$ cat src/rtl/cordic_phase_detector.sv
// cordic_phase_detector: pipelined CORDIC vectoring unit mapping (I,Q) to phase and
// uncompensated magnitude; one sample per clock, latency ITERATIONS+2.
module cordic_phase_detector #(
    parameter int DATA_WIDTH  = 16,
    parameter int PHASE_WIDTH = 12,
    parameter int ITERATIONS  = 12,
    parameter int GUARD_BITS  = 4
) (
    input  logic                    clk,
    input  logic                    rst_n,
    input  logic                    valid_i,
    input  logic [DATA_WIDTH-1:0]   i_i,
    input  logic [DATA_WIDTH-1:0]   q_i,
    output logic                    valid_o,
    output logic [PHASE_WIDTH-1:0]  phase_o,
    output logic [DATA_WIDTH+1:0]   mag_o
);
    localparam int XW = DATA_WIDTH + 2;
    localparam int ZW = PHASE_WIDTH + GUARD_BITS;
    localparam logic [127:0] PI_Q60 = 128'h3243F6A8885A308D;

    // atan(2^-k) in circle units of 2^-ZW, via its power series in Q60 fixed point
    function automatic logic [ZW-1:0] atan_lsb(input int k);
        logic [127:0] acc, term;
        int sh;
        acc = '0;
        for (int n = 0; n < 32; n++) begin
            sh = 60 - k * (2 * n + 1);
            if (sh >= 0) begin
                term = (128'd1 << sh) / 128'(2 * n + 1);
                acc  = n[0] ? acc - term : acc + term;
            end
        end
        term = ((acc << ZW) + PI_Q60) / (PI_Q60 << 1);
        return (k == 0) ? ZW'(1) << (ZW - 3) : term[ZW-1:0];
    endfunction

    logic signed [XW-1:0] x_d [ITERATIONS+1];
    logic signed [XW-1:0] y_d [ITERATIONS+1];
    logic        [ZW-1:0] z_d [ITERATIONS+1];
    logic signed [XW-1:0] x_q [ITERATIONS+1];
    logic signed [XW-1:0] y_q [ITERATIONS+1];
    logic        [ZW-1:0] z_q [ITERATIONS+1];
    logic [ITERATIONS:0]  v_q, zf_q;
    logic signed [XW-1:0] i_ext, q_ext;
    logic                 zero_d;
    logic [PHASE_WIDTH-1:0] phase_d;
    logic [XW-1:0]        mag_d;

    assign i_ext  = {{2{i_i[DATA_WIDTH-1]}}, i_i};
    assign q_ext  = {{2{q_i[DATA_WIDTH-1]}}, q_i};
    assign zero_d = (i_i == '0) && (q_i == '0);
    // left half-plane samples are rotated by pi so the micro-rotations always converge
    assign x_d[0] = i_i[DATA_WIDTH-1] ? -i_ext : i_ext;
    assign y_d[0] = i_i[DATA_WIDTH-1] ? -q_ext : q_ext;
    assign z_d[0] = i_i[DATA_WIDTH-1] ? {1'b1, {(ZW-1){1'b0}}} : '0;

    for (genvar k = 0; k < ITERATIONS; k++) begin : g_stage
        localparam logic [ZW-1:0] ATAN = atan_lsb(k);
        logic pos;
        assign pos        = ~y_q[k][XW-1];
        assign x_d[k+1]   = pos ? x_q[k] + (y_q[k] >>> k) : x_q[k] - (y_q[k] >>> k);
        assign y_d[k+1]   = pos ? y_q[k] - (x_q[k] >>> k) : y_q[k] + (x_q[k] >>> k);
        assign z_d[k+1]   = pos ? z_q[k] + ATAN : z_q[k] - ATAN;
    end

    always_comb begin
        phase_d = zf_q[ITERATIONS] ? '0
                : PHASE_WIDTH'((z_q[ITERATIONS] + (ZW'(1) << (GUARD_BITS - 1))) >> GUARD_BITS);
        mag_d   = zf_q[ITERATIONS] ? '0 : x_q[ITERATIONS];
    end

    always_ff @(posedge clk) begin
        for (int s = 0; s <= ITERATIONS; s++) begin
            x_q[s] <= x_d[s];
            y_q[s] <= y_d[s];
            z_q[s] <= z_d[s];
        end
    end

    always_ff @(posedge clk) begin
        if (!rst_n) begin
            v_q     <= '0;
            zf_q    <= '0;
            valid_o <= 1'b0;
            phase_o <= '0;
            mag_o   <= '0;
        end else begin
            v_q     <= {v_q[ITERATIONS-1:0], valid_i};
            zf_q    <= {zf_q[ITERATIONS-1:0], zero_d};
            valid_o <= v_q[ITERATIONS];
            phase_o <= phase_d;
            mag_o   <= mag_d;
        end
    end
endmodule

$ cat config.mk
export PLATFORM = sky130hd
export DESIGN_NAME = cordic_phase_detector
export DESIGN_NICKNAME = d
export VERILOG_FILES = /design/src/rtl/cordic_phase_detector.sv
export SDC_FILE = /design/constraint.sdc
export NUM_CORES = 2
export LEC_CHECK = 0
export BUFFER_PORTS_ARGS = -buffer_cell sky130_fd_sc_hd__buf_2
export CAP_MARGIN = 40
export CORE_MARGIN = 2
export CORE_UTILIZATION = 60
export CTS_BUF_LIST = sky130_fd_sc_hd__clkbuf_4 sky130_fd_sc_hd__clkbuf_8
export DETAILED_ROUTE_END_ITERATION = 8
export PLACE_DENSITY = 0.87
export REMOVE_ABC_BUFFERS = 1
export SLEW_MARGIN = 20
export SYNTH_ARGS = -nofsm -noshare
export SYNTH_HDL_FRONTEND = slang
export SYNTH_SLANG_ARGS = --single-unit
$ cat constraint.sdc
create_clock -name clk -period 4 [get_ports clk]
set_clock_uncertainty 0.2 [all_clocks]
set_input_delay 0.4 -clock clk [delete_from_list [all_inputs] [get_ports clk]]
set_output_delay 0.4 -clock clk [all_outputs]
set_load 0.01 [all_outputs]
; ---- Yosys cells after proc, flatten, opt, wreduce, memory -nomap -nowiden
; Memory sizes are Yosys's and may differ from the RTL's. A register that Yosys moved wholly into a read port is not among the register bits.
; Cells that the tools add are included.
[classes]
n_addsub = 74
n_mux = 39
bitwise = 1
n_reduce_logical = 4
[op_table]
columns = operator, n
row1 = 18-bit 2-to-1 mux, 26
row2 = 16-bit 2-to-1 mux, 13
row3 = 18-bit by 10-bit adder with 18-bit output, 2
row4 = 18-bit by 11-bit adder with 18-bit output, 2
row5 = 18-bit by 12-bit adder with 18-bit output, 2
row6 = 18-bit by 13-bit adder with 18-bit output, 2
row7 = 18-bit by 14-bit adder with 18-bit output, 2
row8 = 18-bit by 15-bit adder with 18-bit output, 2
row9 = 18-bit by 16-bit adder with 18-bit output, 2
row10 = 18-bit by 17-bit adder with 18-bit output, 2
row11 = 18-bit by 7-bit adder with 18-bit output, 2
row12 = 18-bit by 8-bit adder with 18-bit output, 2
row13 = 18-bit by 9-bit adder with 18-bit output, 2
row14 = 16-bit negator with 18-bit output, 2
row15 = 18-bit by 10-bit subtractor with 18-bit output, 2
row16 = 18-bit by 11-bit subtractor with 18-bit output, 2
row17 = 18-bit by 12-bit subtractor with 18-bit output, 2
row18 = 18-bit by 13-bit subtractor with 18-bit output, 2
row19 = 18-bit by 14-bit subtractor with 18-bit output, 2
row20 = 18-bit by 15-bit subtractor with 18-bit output, 2
row21 = 18-bit by 16-bit subtractor with 18-bit output, 2
row22 = 18-bit by 17-bit subtractor with 18-bit output, 2
row23 = 18-bit subtractor, 2
row24 = 18-bit by 7-bit subtractor with 18-bit output, 2
row25 = other kinds (31), 35
[word_totals]
register_bits = 39
mem_bits_rw = 676
out_inout_bits = 31
n_memories = 3
[memory_table]
columns = memory, words, word_bits, rd, rd_ports_with_merged_regs, wr, line
row1 = x_q, 13, 18, 13, 1, 13, 41  ; logic signed [XW-1:0] x_q [ITERATIONS+1];
row2 = y_q, 13, 18, 12, 0, 13, 42  ; logic signed [XW-1:0] y_q [ITERATIONS+1];
row3 = z_q, 13, 16, 13, 0, 13, 43  ; logic [ZW-1:0] z_q [ITERATIONS+1];

; ---- Logic depth before layout (Yosys ltp)
[depth]
ltp_word = 2
depth_mapped = 16

; ---- Least setup slack after synthesis
; No wires, ideal clock.
[synth_timing]
path_kind = register -> register
start = memory y_q[1][10] (netlist bit)
end = memory x_q[5][17] (netlist bit)
t_arrival_ns = 3.503
required_ns = 3.684
setup_slack_ns = 0.182
path_stages_with_launch = 14
n_path_buf = 0
synth_period_minus_slack_ns = 3.818
path_cell_list = dfxtp_1 -> or4_1 -> nor4_2 -> a21oi_1 -> xnor2_1 -> ha_1 -> and3_1 -> a221o_1 -> a21oi_2 -> nand2b_1 -> o221a_2 -> o31a_1 -> or4_1 -> and3_1
[synth_rtl]
columns = item, line
row1 = "start, declared", 42
row2 = "end, declared", 41

==> results by group <==
Placement
  • Detailed placement HPWL: between 70000 and 80000 microns
  • Port buffer count: 65
  • Placer Congestion: roughly 0.95

Timing
  • Final hold viol count: 0
  • Fin. max-slew vios: 0
  • Final critical-path required period: about 3.9 ns
  • RSZ-0062 raised after global routing: no
  • Relative slew slack: a little under half
  • Tightest Pin Transition: approximately 0.78 ns
  • Worst hold margin: between 0.1 and 0.15 ns
  • F_max: approximately 260 MHz
  • Sum Neg Setup Slack: 0 ns
  • Period utilization: just under 100%
  • Final setup vio count: 0

Route
  • Final ANT Viol Nets: 0
  • Routed wire per std cell: 16.6 microns
  • Via Count: ~36k
  • Initial DRC Count: about 2.6k
  • Via density: just under 6
  • DRT Wirelength: between 100000 and 150000 microns
  • Router iterations before antenna repair: 6
  • Remaining DRCs: 0

CTS
  • Total CTS buffers: roughly 110
  • TritonCTS clock tree: built
  • H-tree levels: 3
  • Post-CTS Repair Setup Buffers: 0
  • CTS Buffer Depth: 3
  • CTS sink cnt: 648
  • Clock transition at the registers of the reported paths: roughly 0.06 ns
  • CTS Root Cell: clkbuf_8
  • Worst-Skew Late Latency: around 0.76 ns

Run
  • # Max-Cap Violations: 0

Global route
  • Largest net degree at the start of global routing: between 40 and 50
  • GRT Resource Usage Total: 27.1%
  • Number of global-route vias before repair: roughly 35k
  • GRT overflow: 0
  • Initial antenna violation count: 1
  • Global-route wire length before repair: 169000 microns

Worst setup path
  • WP data arrival: 4.25 ns
  • CP startpoint kind: register
  • CP Max Fanout: 5
  • Setup CP Type: register to register
  • CP Capture Type: register
  • Critical Path RT: between 4 and 5 ns

Logic synthesis
  • Asr flop ratio synth: 0%
  • Unique masters post-synth: 86
  • Synth area leader: dfxtp_1
  • Seq/Total Area, Yosys: 30.2%
  • Synth top area share: 30.2%
  • Synth Warn #: 0
  • Synth Area per Inst: 8.74 sq um
  • Synth Flop Type: dfxtp_1
  • Mapped Area: 43000 sq um
  • Ranking of synthesized cells by area: dfxtp_1, ha_1, xnor2_1
  • Syn Inst Count: 4925
  • Number of synthesized flops with an enable pin: 0
  • FF+latch count, synth: 648

Die
  • Core area: 71200 sq um
  • Die Y: 272 microns
  • Die Wd: 272 microns
  • Num rows: 98
  • Die area: roughly 74000 sq um
  • Initial core utilization: about three fifths
  • IO Count: 66

Cells and area
  • Area grow syn2layout: 11.2%
  • NumNets Final: slightly below 6k
  • Share of cells above drive strength 1: between 8 and 9%

Worst hold path
  • HP Class: input pin to register

Outcome
  • Outcome: complete, no violations
==> synthesized netlist by cell type (9+ instances only) <==
master	n
o311ai_0	15
nand4_1	18
a211oi_1	29
a2111oi_0	16
or2_2	22
ha_1	567
fa_1	31
a311o_1	11
nor2_1	451
and2_1	70
nand2_1	222
o21a_1	50
a21oi_1	403
a41oi_1	14
clkbuf_1	52
xor2_1	233
nor4_1	36
o31a_1	14
nand3_1	62
o31ai_1	21
a311oi_1	12
a31o_2	20
and3_1	67
xnor2_1	454
mux2_2	20
a31oi_1	53
nor3_1	165
a211o_1	16
nor2b_1	71
nor3b_1	13
dfxtp_1	648
or4_1	24
o21ai_0	239
o21bai_1	68
or3_1	45
inv_1	310
o41ai_1	16
a21boi_0	11
mux2i_1	21
buf_1	16
a21o_1	126
nand2b_1	46
o211ai_1	18
o211a_1	9
==> cells by family after synthesis <==
logic type | count (synthesis) | share of synthesized area [%]
AO/OA/AOI/OAI | 1222 | 18.2
flip-flops | 648 | 30.2
buffers and inverters | 383 | 3.40
XOR/XNOR | 688 | 14.0
adder cells (fa/ha/maj) | 598 | 17.9
other | 1 | 0.00872
AND/OR/NAND/NOR | 1344 | 15.3
multiplexers | 41 | 1.01
==> path summary, 6_finish.rpt <==
path	slack [ns]	start	cells past startpoint	endpoint
setup reg to reg	0.15	y_q[1][10]	13	x_q[5][17]
hold / removal	0.11	q_i[0]	2	y_q[0][0]
setup / recovery	0.15	y_q[1][10]	13	x_q[5][17]
hold reg to reg	0.13	z_q[4][17]	0	z_q[5][1]
==> state kept, by name (all words and copies together), names as in the netlist <==
| signal | count |
|---|---|
| mag_o | 18 |
| phase_o | 12 |
| v_q | 13 |
| valid_o | 1 |
| x_q | 233 |
| y_q | 205 |
| z_q | 153 |
| zf_q | 13 |
==> worst max-delay path: stages (launching register included) <==
cell and delay (ns):
dfxtp_1 0.31, or4_4 0.58, nor3_1 0.15, a21oi_1 0.10, xnor2_1 0.15, ha_1 0.34, and3_1 0.22, a221o_1 0.35
a21oi_2 0.15, nand2b_1 0.07, o221a_2 0.24, o31a_1 0.27, or4_1 0.39, and3_1 0.18
==> routing by layer <==
metal | wire length [microns] | GRT usage [%] | vias to the layer above
met4 | 3630 | 10.9 | 0
met2 | 49800 | 47.9 | 1092
met5 | 0 | 0 | -
met1 | 43800 | 33.2 | 17058
met3 | 5390 | 3.76 | 263
li1 | - | - | 17924
==> per-stage QoR <==
step	instances	worst slack (ns)	utilization [%]	cell area, sq um
after floorplan	4854	0.147	-	42700
final	6194	0.150	67.2	47900
after detailed placement	5942	0.0803	62.9	44800
after global placement	5942	0.132	62.9	44800
after global routing	6193	0.00109	67.2	47900
after CTS	6191	0.0330	67.0	47800
==> area by class of cell <==
type	instances	area [sq um]
Multi-Input combinational cell	3895	28700
Inverter	311	1170
Clock inverter	27	303
Sequential cell	648	13000
Clock buffer	164	2080
Timing Repair Buffer	196	1450
Fill cell	5396	23400
Tap cell	950	1190
Antenna cell	3	7.51
==> timing repair <==
item                                   4_1_cts  5_1_grt
hold buffers                                58        0
gates resized for setup                      0       22
setup endpoints to repair                    0       17
endpoints found under the hold margin       62        0
==> layout by cell type (no fill, tap or decap), drive strengths merged, types with 46 or more instances in the layout <==
| master | instances |
|---|---|
| dfxtp | 648 |
| ha | 567 |
| xnor2 | 455 |
| nor2 | 451 |
| a21oi | 404 |
| inv | 316 |
| o21ai | 240 |
| xor2 | 233 |
| nand2 | 222 |
| nor3 | 165 |
| clkbuf | 164 |
| buf | 138 |
| a21o | 126 |
| nor2b | 71 |
| and2 | 70 |
| o21bai | 68 |
| and3 | 68 |
| nand3 | 63 |
| dlygate4sd3 | 58 |
| a31oi | 53 |
| o21a | 50 |
| nand2b | 46 |
Power is not shown: default switching activity piles up to over one toggle a cycle in this logic, so the estimate is an artifact.
